===== src/rtl/pipeline_pkg.sv =====
// Shared pipeline types: HI/LO multiply/divide opcodes, unit FSM states and step count.
package pipeline_pkg;

    localparam int MULDIV_STEPS = 32;

    typedef enum logic [1:0] {
        MULT  = 2'd0,
        MULTU = 2'd1,
        DIV   = 2'd2,
        DIVU  = 2'd3
    } muldiv_op_t;

    typedef enum logic [1:0] {
        IDLE  = 2'd0,
        CALC  = 2'd1,
        FIXUP = 2'd2
    } muldiv_state_t;

    // Two's-complement magnitude when the operand is signed; 0x80000000 maps to itself.
    function automatic logic [31:0] magnitude(input logic [31:0] v, input logic is_signed);
        return (is_signed && v[31]) ? (~v + 32'd1) : v;
    endfunction

endpackage


===== src/rtl/muldiv_datapath.sv =====
// Radix-2 iterative datapath: unsigned shift-add multiply or restoring divide, one step per cycle.
module muldiv_datapath (
    input  logic        clk,
    input  logic        load_i,
    input  logic        step_i,
    input  logic        is_div_i,
    input  logic [31:0] a_i,
    input  logic [31:0] b_i,
    output logic [31:0] hi_o,
    output logic [31:0] lo_o
);

    logic [63:0] acc_q, acc_d;
    logic [31:0] b_q;
    logic [32:0] add_sum;
    logic [32:0] rem_shift;
    logic [32:0] rem_diff;

    // Multiply keeps {partial product, remaining multiplier}; divide keeps {remainder, quotient}.
    always_comb begin
        add_sum   = {1'b0, acc_q[63:32]} + (acc_q[0] ? {1'b0, b_q} : 33'd0);
        rem_shift = acc_q[63:31];
        rem_diff  = rem_shift - {1'b0, b_q};
        acc_d     = acc_q;
        if (load_i) begin
            acc_d = {32'd0, a_i};
        end else if (step_i) begin
            if (!is_div_i) begin
                acc_d = {add_sum, acc_q[31:1]};
            end else if (!rem_diff[32]) begin
                acc_d = {rem_diff[31:0], acc_q[30:0], 1'b1};
            end else begin
                acc_d = {acc_q[62:0], 1'b0};
            end
        end
    end

    // NOTE: no reset here -- every operation reloads these registers before they are read.
    always_ff @(posedge clk) begin
        acc_q <= acc_d;
        if (load_i) begin
            b_q <= b_i;
        end
    end

    assign hi_o = acc_q[63:32];
    assign lo_o = acc_q[31:0];

endmodule


===== src/rtl/muldiv_unit.sv =====
// HI/LO multiply/divide unit: 32-step iterative core, sign fixup, architectural HI/LO and hazard stall.
module muldiv_unit
    import pipeline_pkg::*;
(
    input  logic        clk,
    input  logic        rst,
    input  logic        start,
    input  logic [1:0]  op,
    input  logic [31:0] rs_val,
    input  logic [31:0] rt_val,
    input  logic        flush,
    input  logic        mthi,
    input  logic        mtlo,
    input  logic        hilo_use_id,
    output logic [31:0] hi,
    output logic [31:0] lo,
    output logic        busy,
    output logic        done,
    output logic        stall_req
);

    muldiv_state_t state_q;
    muldiv_op_t    op_q;
    muldiv_op_t    op_in;
    logic [4:0]    cnt_q;
    logic          neg_q, rem_neg_q, div0_q;
    logic [31:0]   rs_raw_q, hi_q, lo_q;
    logic          busy_q, done_q;
    logic          accept, op_signed;
    logic [31:0]   dp_hi, dp_lo, fix_hi, fix_lo;
    logic [63:0]   prod;

    assign op_in     = muldiv_op_t'(op);
    assign op_signed = (op_in == MULT) || (op_in == DIV);
    assign accept    = start && !flush && (state_q == IDLE);

    muldiv_datapath u_datapath (
        .clk      (clk),
        .load_i   (accept),
        .step_i   (state_q == CALC),
        .is_div_i (op_q[1]),
        .a_i      (magnitude(rs_val, op_signed)),
        .b_i      (magnitude(rt_val, op_signed)),
        .hi_o     (dp_hi),
        .lo_o     (dp_lo)
    );

    always_comb begin
        prod = {dp_hi, dp_lo};
        if (neg_q) begin
            prod = ~prod + 64'd1;
        end
        fix_hi = prod[63:32];
        fix_lo = prod[31:0];
        if (op_q == DIV || op_q == DIVU) begin
            fix_lo = neg_q     ? (~dp_lo + 32'd1) : dp_lo;
            fix_hi = rem_neg_q ? (~dp_hi + 32'd1) : dp_hi;
            if (div0_q) begin
                fix_lo = 32'hFFFF_FFFF;
                fix_hi = rs_raw_q;
            end
        end
    end

    // NOTE: all state uses non-blocking assignments so every register samples pre-edge values.
    always_ff @(posedge clk) begin
        if (rst) begin
            state_q   <= IDLE;
            op_q      <= MULT;
            cnt_q     <= 5'd0;
            neg_q     <= 1'b0;
            rem_neg_q <= 1'b0;
            div0_q    <= 1'b0;
            rs_raw_q  <= 32'd0;
            hi_q      <= 32'd0;
            lo_q      <= 32'd0;
            busy_q    <= 1'b0;
            done_q    <= 1'b0;
        end else begin
            case (state_q)
                IDLE: begin
                    done_q <= 1'b0;
                    if (accept) begin
                        state_q   <= CALC;
                        busy_q    <= 1'b1;
                        cnt_q     <= 5'd0;
                        op_q      <= op_in;
                        neg_q     <= op_signed && (rs_val[31] ^ rt_val[31]);
                        rem_neg_q <= op_signed && rs_val[31];
                        div0_q    <= (rt_val == 32'd0);
                        rs_raw_q  <= rs_val;
                    end else begin
                        if (mthi) hi_q <= rs_val;
                        if (mtlo) lo_q <= rs_val;
                    end
                end
                CALC: begin
                    cnt_q <= cnt_q + 5'd1;
                    if (cnt_q == 5'(MULDIV_STEPS - 1)) begin
                        state_q <= FIXUP;
                        done_q  <= 1'b1;
                    end
                end
                FIXUP: begin
                    state_q <= IDLE;
                    busy_q  <= 1'b0;
                    done_q  <= 1'b0;
                    hi_q    <= fix_hi;
                    lo_q    <= fix_lo;
                end
                default: state_q <= IDLE;
            endcase
        end
    end

    assign hi        = hi_q;
    assign lo        = lo_q;
    assign busy      = busy_q;
    assign done      = done_q;
    assign stall_req = busy_q && hilo_use_id;

endmodule


===== config.mk =====
export PLATFORM = sky130hd
export DESIGN_NAME = muldiv_unit
export DESIGN_NICKNAME = d
export VERILOG_FILES = /design/src/rtl/pipeline_pkg.sv /design/src/rtl/muldiv_datapath.sv /design/src/rtl/muldiv_unit.sv
export SDC_FILE = /design/constraint.sdc
export NUM_CORES = 1
export LEC_CHECK = 0
export CAP_MARGIN = 40
export CORE_MARGIN = 4
export CORE_UTILIZATION = 35
export CTS_BUF_LIST = sky130_fd_sc_hd__clkbuf_4
export DETAILED_ROUTE_END_ITERATION = 16
export PLACE_DENSITY_LB_ADDON = 0.2
export SKIP_CTS_REPAIR_TIMING = 1
export SYNTH_ARGS = -nofsm -noshare
export SYNTH_HDL_FRONTEND = slang
export SYNTH_SLANG_ARGS = --single-unit

===== constraint.sdc =====
create_clock -name clk -period 10.43 [get_ports clk]
set_input_delay 1.5645 -clock clk [delete_from_list [all_inputs] [get_ports clk]]
set_output_delay 1.5645 -clock clk [all_outputs]
set_load 0.01 [all_outputs]

# Word-level counts from Yosys, hierarchy flattened
# Cells that the tools add are included.
dict set report word_totals {
  reg_bits 206
  input_bits 73
  out_inout_bits 67
  word_cells 92
}
dict set report classes {
  addsub 8
  n_eq_ne 11
  muxes 29
  n_bitwise 6
  reduce_logical 24
}
# operator n
set ops {}
lappend ops {{$mux 32} 15}
lappend ops {{$mux 64} 3}
lappend ops {{$add 32x1->32 const B} 4}
lappend ops {{$not 32->32} 4}
lappend ops {{$pmux 32 s2} 2}
lappend ops {{$add 64x1->64 const B} 1}
lappend ops {{$not 64->64} 1}
lappend ops {{$add 32x32->33} 1}
lappend ops {{$sub 33x32->33} 1}
lappend ops {{$logic_not 32->1} 1}
lappend ops {{$ne 2x2->1 const B} 5}
lappend ops {{$pmux 5 s2} 1}
lappend ops {{$reduce_and 2->1} 5}
lappend ops {{$eq 2x2->1 const B} 4}
lappend ops {{$reduce_bool 2->1} 4}
lappend ops {{$logic_and 1x1->1} 6}
lappend ops {{$reduce_and 3->1} 2}
lappend ops {{$add 5x1->5 const B} 1}
lappend ops {{$eq 5x5->1 const B} 1}
lappend ops {{$mux 5} 1}
lappend ops {{$logic_not 2->1} 2}
lappend ops {{$mux 2} 2}
lappend ops {{$pmux 1 s2} 2}
lappend ops {{$pmux 2 s2} 1}
lappend ops {{6 further kinds} 8}

# Logic depth before layout (Yosys ltp)
# Gate-level depths: netlist of the first run.
dict set report depth {
  ltp_word 6
  depth_mapped 15
  mapped_depth_nobuf 13
}

# By module
# A second synthesis of the first run with hierarchy kept.
dict set report unflattened {
  hier_cells 2108
  hier_area_um2 16697.3
}
# mod instances cells_per_inst area_each_um2 seq_area_each_um2
set modules_own_cells {}
lappend modules_own_cells {muldiv_unit 1 1175 8648.3 2182.1}
lappend modules_own_cells {muldiv_datapath 1 933 8049.0 2562.5}

# Worst setup path before layout of the first run
# OpenSTA, ideal clock, no wires.
dict set report synth_path {
  path_kind {input -> register}
  startpoint {input port flush}
  endpoint {register u_datapath.acc_q[1] (data pin)}
  setup_ns 0.325
  arrival_ns 3.931
  required_ns 10.105
  slack_ns 6.175
  path_stages 6
  path_buffers 3
  cell_sequence {or4b_2 clkbuf_1 inv_1 clkbuf_1 clkbuf_1 a31oi_1}
}
dict set report synth_via {
  elab_chain_len 4
}
# element line
set synth_rtl {}
lappend synth_rtl {{start, declared} muldiv_unit.sv:11} ;# input logic flush,
lappend synth_rtl {{$logic_not 1->1} muldiv_unit.sv:35} ;# assign accept = start && !flush && (state_q == IDLE);
lappend synth_rtl {{$logic_and 1x1->1 (2 in series)} muldiv_unit.sv:35}
lappend synth_rtl {{net accept} muldiv_unit.sv:29} ;# logic accept, op_signed;
lappend synth_rtl {{$mux 32} muldiv_datapath.sv:25} ;# if (load_i) begin
lappend synth_rtl {{net u_datapath.acc_d[1]} muldiv_datapath.sv:13} ;# logic [63:0] acc_q, acc_d;
lappend synth_rtl {{end signal, assigned} muldiv_datapath.sv:40} ;# acc_q <= acc_d;
lappend synth_rtl {{end, declared} muldiv_datapath.sv:13}
# The timed path passes the listed nets, and every way through them passes these cells.
# A chain may end at the register's enable or synchronous reset.

# Worst setup path in the final report of the first run
dict set report layout_path {
  startpoint {register u_datapath.acc_q[32]}
  endpoint {register u_datapath.acc_q[41]}
}
dict set report layout_via {
  elab_chain_len 3
  elab_cells_between_ends 4
  classes_between {add/sub: 2; mux: 2}
}
# element line
set layout_rtl {}
lappend layout_rtl {{$sub 33x32->33} muldiv_datapath.sv:23} ;# rem_diff = rem_shift - {1'b0, b_q};
lappend layout_rtl {{$mux 64} muldiv_datapath.sv:30} ;# end else if (!rem_diff[32]) begin
lappend layout_rtl {{$mux 64 *} muldiv_datapath.sv:28} ;# if (!is_div_i) begin
# Every way passes the cells marked *; elsewhere a longest branch is shown, timed or not.

==> results of run 1 <==
==> cell families (layout without fill, tap and decap cells) <==
kind of cell             count (synthesis)  in the layout
AO/OA/AOI/OAI                          623            623
AND/OR/NAND/NOR                        682            682
multiplexers                            55             55
buffers and inverters                  209            338
flip-flops                             205            205
adder cells (fa/ha/maj)                 72             72
other                                    0              1
XOR/XNOR                               196            196
==> Yosys cell counts (43+ instances only) <==
cell type / instances
a211oi_1: 43
o21ai_0: 168
edfxtp_1: 64
nand2_1: 245
nor2_1: 210
xnor2_1: 104
mux2i_1: 51
inv_1: 56
dfxtp_1: 141
xor2_1: 92
ha_1: 70
a21oi_1: 181
clkbuf_1: 142
==> layout by cell type, fill, tap and decap left out, types with 31 or more instances in the layout <==
cell,instances
a21oi_1,181
nor3_1,41
edfxtp_1,64
nand3_1,37
o21ai_0,167
clkdlybuf4s50_1,138
ha_1,70
clkbuf_4,89
mux2i_1,51
nor2_1,209
dfxtp_1,138
a211oi_1,43
inv_1,54
nand2_1,245
o221ai_1,31
xnor2_1,104
xor2_1,91
==> sequential cells by signal, indices dropped and copies added (netlist names), 2 cells and up <==
| register | flops |
|---|---|
| cnt_q | 5 |
| hi | 32 |
| lo | 32 |
| rs_raw_q | 32 |
| state_q | 2 |
| u_datapath.acc_q | 64 |
| u_datapath.b_q | 32 |
==> cell type report <==
type | count | area (sq um)
Fill cell | 4634 | 25900
Multi-Input combinational cell | 1628 | 10300
Sequential cell | 205 | 4750
Timing Repair Buffer | 167 | 1660
Tap cell | 592 | 741
Clock buffer | 89 | 668
Inverter | 56 | 213
Clock inverter | 26 | 136
Antenna cell | 1 | 2.50
==> per-stage QoR <==
step	instance area, sq um	power (mW)	worst slack (ps)	hold WS (ps)	util
after floorplan	15800	1.88	6170	436	-
after global placement	17600	2.25	5310	429	0.395
after detailed placement	17700	2.27	5240	434	0.398
after CTS	18500	3.09	5950	443	0.416
after global routing	18500	3.28	5670	463	0.416
final	18500	3.08	5950	439	0.416
==> worst paths after layout <==
| check | cells after the start | start | end | slack [ps] |
|---|---|---|---|---|
| min | 2 | hi[26]$_SDFFE_PP0P_ | hi[26]$_SDFFE_PP0P_ | 440 |
| min reg2reg | 2 | hi[26]$_SDFFE_PP0P_ | hi[26]$_SDFFE_PP0P_ | 440 |
| max reg2reg | 13 | u_datapath.acc_q[32]$_SDFFE_PP0P_ | u_datapath.acc_q[41]$_SDFFE_PP0P_ | 5950 |
| max | 13 | u_datapath.acc_q[32]$_SDFFE_PP0P_ | u_datapath.acc_q[41]$_SDFFE_PP0P_ | 5950 |
==> where the power goes <==
group | switching (mW) | total, mW | internal (mW)
registers | 0.179 | 1.09 | 0.913
logic | 0.693 | 1.18 | 0.490
clock network | 0.388 | 0.805 | 0.417
==> worst max-delay path, delay by kind of cell (launching register included) <==
family,cells,cell delay (ps)
compound gates,4,1200
flops,1,560
xor+xnor,1,150
mux,1,410
fa+ha+maj,1,490
simple gates,4,840
buf+inv,2,700
==> metal layers <==
layer / global-route usage / share of wire / up-vias
met4: 0.0984 / 0.039 / 2
met2: 0.360 / 0.44 / 684
met5: 0 / 0.00023 / -
met1: 0.322 / 0.45 / 7479
met3: 0.0308 / 0.072 / 119
li1: - / - / 7590
==> reports/results.ini, run 1 <==
[placement]
portBuffers = 139
gp_congestion = 0.922
place_inst = 2648
dp_hpwl_microns = 42000

[global_route]
grt_antenna_before_repair = 2
grt-ovfl-total = 0
grt_util_all_layers = 0.231
grt_max_degree = 64
grt_pass1_vias = 15100
grt_pass1_wl_microns = 88100

[synth]
postSynthAreaPerCell_sq_um = 7.74
synth_top_family_by_area = compound AO/OA/AOI/OAI gates
synthCells = 2042
synthSimpleGateAreaFrac = 0.197
synth_nets = 2187
synth_xor_area_frac = 0.109
ys_seq_area_frac = 0.300
yosysWarnings = 0
synth_area_leader_cell = dfxtp_1
synth_fa_ha_area_frac = 0.0580
synthArstFlopShare = 0
synth_edf_count = 64
synth.area.mux_share = 0.0352
ys_types = 73
synth_compound_area_frac = 0.251
ys_seq_elements = 205
synthTopCellsByArea = dfxtp_1 (18%), edfxtp_1 (12%), nand2_1 (5.8%)
synth-main-ff-cell = dfxtp_1
synth_top_area_frac = 0.179
syn-cell-area_sq_um = 15800

[floorplan]
dieWidth_microns = 220
ios = 140
die_h_microns = 220
row_count = 77
coreArea_sq_um = 44400
start_util = 0.356
design.die.area_sq_um = 48600

[drt]
postRouteAntennaNets = 0
dr.first_iter.drc_count = 1381
post_drt_via_cell_ratio = 5.74
num_vias = 15900
wl_microns = 57500
wl_per_cell_microns = 20.8
drc = 0
dr.pass1.iters = 5

[timing]
finalClockSkew_ps = 54.3
tightest_slew_ps = 935
period_needed_ps = 4480
setup_violations = 0
hold_violations = 0
max_freq_mhz = 223
fin_setup_tns_ps = 0
rsz0062_at_grt = no
slew_headroom = 0.375
period_share = 0.429
slew_viol_final = 0

[clocking]
clk_pin_slew_worst_paths_ps = 60
root_buffer = clkbuf_4
cts_max_path_buffers = 3
cts_sinks = 205
cts_max_level = 2
numCtsBuffers = 61
insertion_delay_ps = 830
cts_tree = yes

[power_and_ir_drop]
ir_drop_v = 0.0000736
power_per_cell_area_nw_per_um2 = 167
p_leak_nw = 6.72

[critical_path]
critPathSlowestCell = dfxtp_1
worstPathArrival_ps = 5150
crit_required_ps = 11110
start_kind = flop
worstPathMaxFanout = 52
worstSetupPathType = reg -> reg
worstPathCellList = inv_1 -> fa_1 -> nand2b_1 -> a211oi_1 -> o311ai_0 -> and4_1 -> nor3_1 -> o41ai_1 -> xor2_4 -> buf_4 -> mux2_2 -> a21oi_1 -> nor2_1
end_kind = flop
cpPeakStageDelay_ps = 560

[run]
maxCapViolCount = 0

[finish]
fin_cells = 2764
area_delta_synth_final_pct = 16.9
drive_gt1_frac = 0.0728
final_nets = 2264

[status]
status = finished clean

[worst_hold_path]
hp-class = reg -> reg

Note: power is estimated with default switching activity, not from simulation.
==> inputs of run 2 (changes only) <==
clock period = 3.8 ns   (was 10.43 ns; I/O delays follow)
==> run 2 against run 1 <==
Sequential cell count unchanged. Fmax increased by 21%. Register-to-register slack worse by 5900 ps. Via count is 1.7% higher. Global-route usage rose by 1.2 points. Final cell count up 3.5%. Die area is the same. Sequential power increased to 2.6 times the previous value. Cell area increased by 4.1%. Sequential share of layout area fell by 1.0 points. Critical path depth shrank 2. First-iteration DRC count up 17%.
==> reports/results.ini, run 2 (synthesized netlist as in run 1, its figures left out) <==
[status]
status = finished clean

[timing]
max_freq_mhz = 270  ; +21%
period_needed_ps = 3700  ; -774 ps
slew_headroom = 0.438  ; +0.0629
period_share = 0.974  ; +0.545
finalClockSkew_ps = 79.9  ; +25.7 ps
fin_setup_tns_ps = 0  ; unchanged
hold_violations = 0  ; unchanged
setup_slack_ps = 98.5  ; -5860 ps
slew_viol_final = 0  ; unchanged
setup_violations = 0  ; unchanged
rsz0062_at_grt = no
tightest_slew_ps = 840  ; -94.4 ps
whs_ps = 217  ; -222 ps

[run]
maxCapViolCount = 0  ; unchanged

[power_and_ir_drop]
power_per_cell_area_nw_per_um2 = 456  ; +170%
totalPowerFinal_mw = 8.76  ; +180%
ir_drop_v = 0.000199  ; +170%
p_leak_nw = 7.21  ; +7.3%

[drt]
wl_microns = 60000  ; +4.4%
drc = 0  ; unchanged
postRouteAntennaNets = 0  ; unchanged
num_vias = 16100  ; +1.7%
wl_per_cell_microns = 21.0  ; +0.89%
dr.pass1.iters = 6  ; +1
dr.first_iter.drc_count = 1612  ; +17%
post_drt_via_cell_ratio = 5.64  ; -1.8%

[floorplan]
start_util = 0.356  ; unchanged
dieWidth_microns = 220  ; unchanged
row_count = 77  ; unchanged
design.die.area_sq_um = 48600  ; unchanged
die_h_microns = 220  ; unchanged
coreArea_sq_um = 44400  ; unchanged
ios = 140  ; unchanged

[finish]
fin_cells = 2860  ; +3.5%
final_area_sq_um = 19200  ; +4.1%
fillers = 4520  ; -2.5%
final_cell_mix = nand2_1 (245), nor2_1 (210), a21oi_1 (181)
final_nets = 2362  ; +4.3%
final_common_cell = nand2_1
area_delta_synth_final_pct = 21.7
final_core_util = 0.433  ; +0.0169
drive_gt1_frac = 0.113  ; +0.0406
multi_input_area_sq_um = 10300  ; about the same
top_register = u_datapath.acc_q
largest_reg_flops = 64  ; unchanged
seq_area_sq_um = 4750  ; unchanged

[global_route]
grt_pass1_vias = 15600  ; +3.2%
grt_pass1_wl_microns = 91900  ; +4.3%
grt_util_all_layers = 0.243  ; +0.0117
grt_max_degree = 116  ; +81%
grt_antenna_before_repair = 2  ; unchanged
grt-ovfl-total = 0  ; unchanged

[worst_hold_path]
hp-class = in -> reg
worstHoldStart = rst

[clocking]
insertion_delay_ps = 830  ; about the same
numCtsBuffers = 60  ; -1.6%
cts_max_level = 2  ; unchanged
cts_sinks = 205  ; unchanged
cts_max_path_buffers = 3  ; unchanged
root_buffer = clkbuf_4
cts_tree = yes
clk_pin_slew_worst_paths_ps = 70  ; about the same

[critical_path]
worstPathArrival_ps = 4380  ; -770 ps
worstPathMaxFanout = 17  ; -67%
end_kind = flop
crit_required_ps = 4480  ; -6630 ps
worstSetupPathType = reg -> reg
start_kind = flop
rr_startpoint = u_datapath.acc_q[10]$_DFFE_PP_
crit_path_start = u_datapath.acc_q[10]$_DFFE_PP_

[placement]
dp_hpwl_microns = 44800  ; +6.8%
dp_slack_ps = 86.7  ; -5160 ps
place_inst = 2742  ; +3.5%
gp_congestion = 0.943  ; +2.3%
place_area_sq_um = 18400  ; +4.1%
portBuffers = 139  ; unchanged

run 2: cell types whose count changed in the layout (fill, tap and decap cells not counted), sizes merged:
cell,previous run,this run
buf,29,128
clkinvlp,1,0
clkbuf,89,88
clkinv,25,23
inv,55,56
run 2: layout make-up:
| type | count | share of cell area |
|---|---|---|
| antenna | 1 | 0.000130 |
| clock buffer | 88 | 0.0344 |
| clock inverter | 24 | 0.00671 |
| inverter | 56 | 0.0111 |
| multi-input combinational | 1628 | 0.536 |
| sequential | 205 | 0.247 |
| tap | 592 | 0.0385 |
| timing repair buffer | 266 | 0.126 |
run 2: report_power, final:
group	leakage [nW]	total, mW	internal, mW	switching [mW]
logic	4.98	3.76	1.58	2.18
registers	1.77	2.79	2.51	0.283
clock network	0.465	2.21	1.13	1.08
total	7.21	8.76	5.22	3.54
run 2: per-layer routing:
metal | up-vias | GRT usage | wire (microns)
li1 | 7786 | - | -
met2 | 661 | 0.382 | 26100
met5 | - | 0 | 0
met4 | 0 | 0.0927 | 2230
met3 | 104 | 0.0411 | 4780
met1 | 7585 | 0.334 | 26900
run 2: final timing paths:
| kind | to | slack [ps] | cells after the start |
|---|---|---|---|
| max | hi[19]$_SDFFE_PP0P_ | 100 | 11 |
| min | hi[14]$_SDFFE_PP0P_ | 220 | 2 |
| max reg2reg | hi[19]$_SDFFE_PP0P_ | 100 | 11 |
| min reg2reg | hi[26]$_SDFFE_PP0P_ | 440 | 2 |
run 2: worst max-delay path, cell delays in order, from the launching register on:
cell and delay [ps]:
edfxtp_1 430, or3_4 420, or4_4 540, or4_4 630, or2_0 230, buf_4 210
or4_1 520, o2111ai_1 110, nor2_1 60, a21oi_1 210, o21a_1 140, nor3_1 40
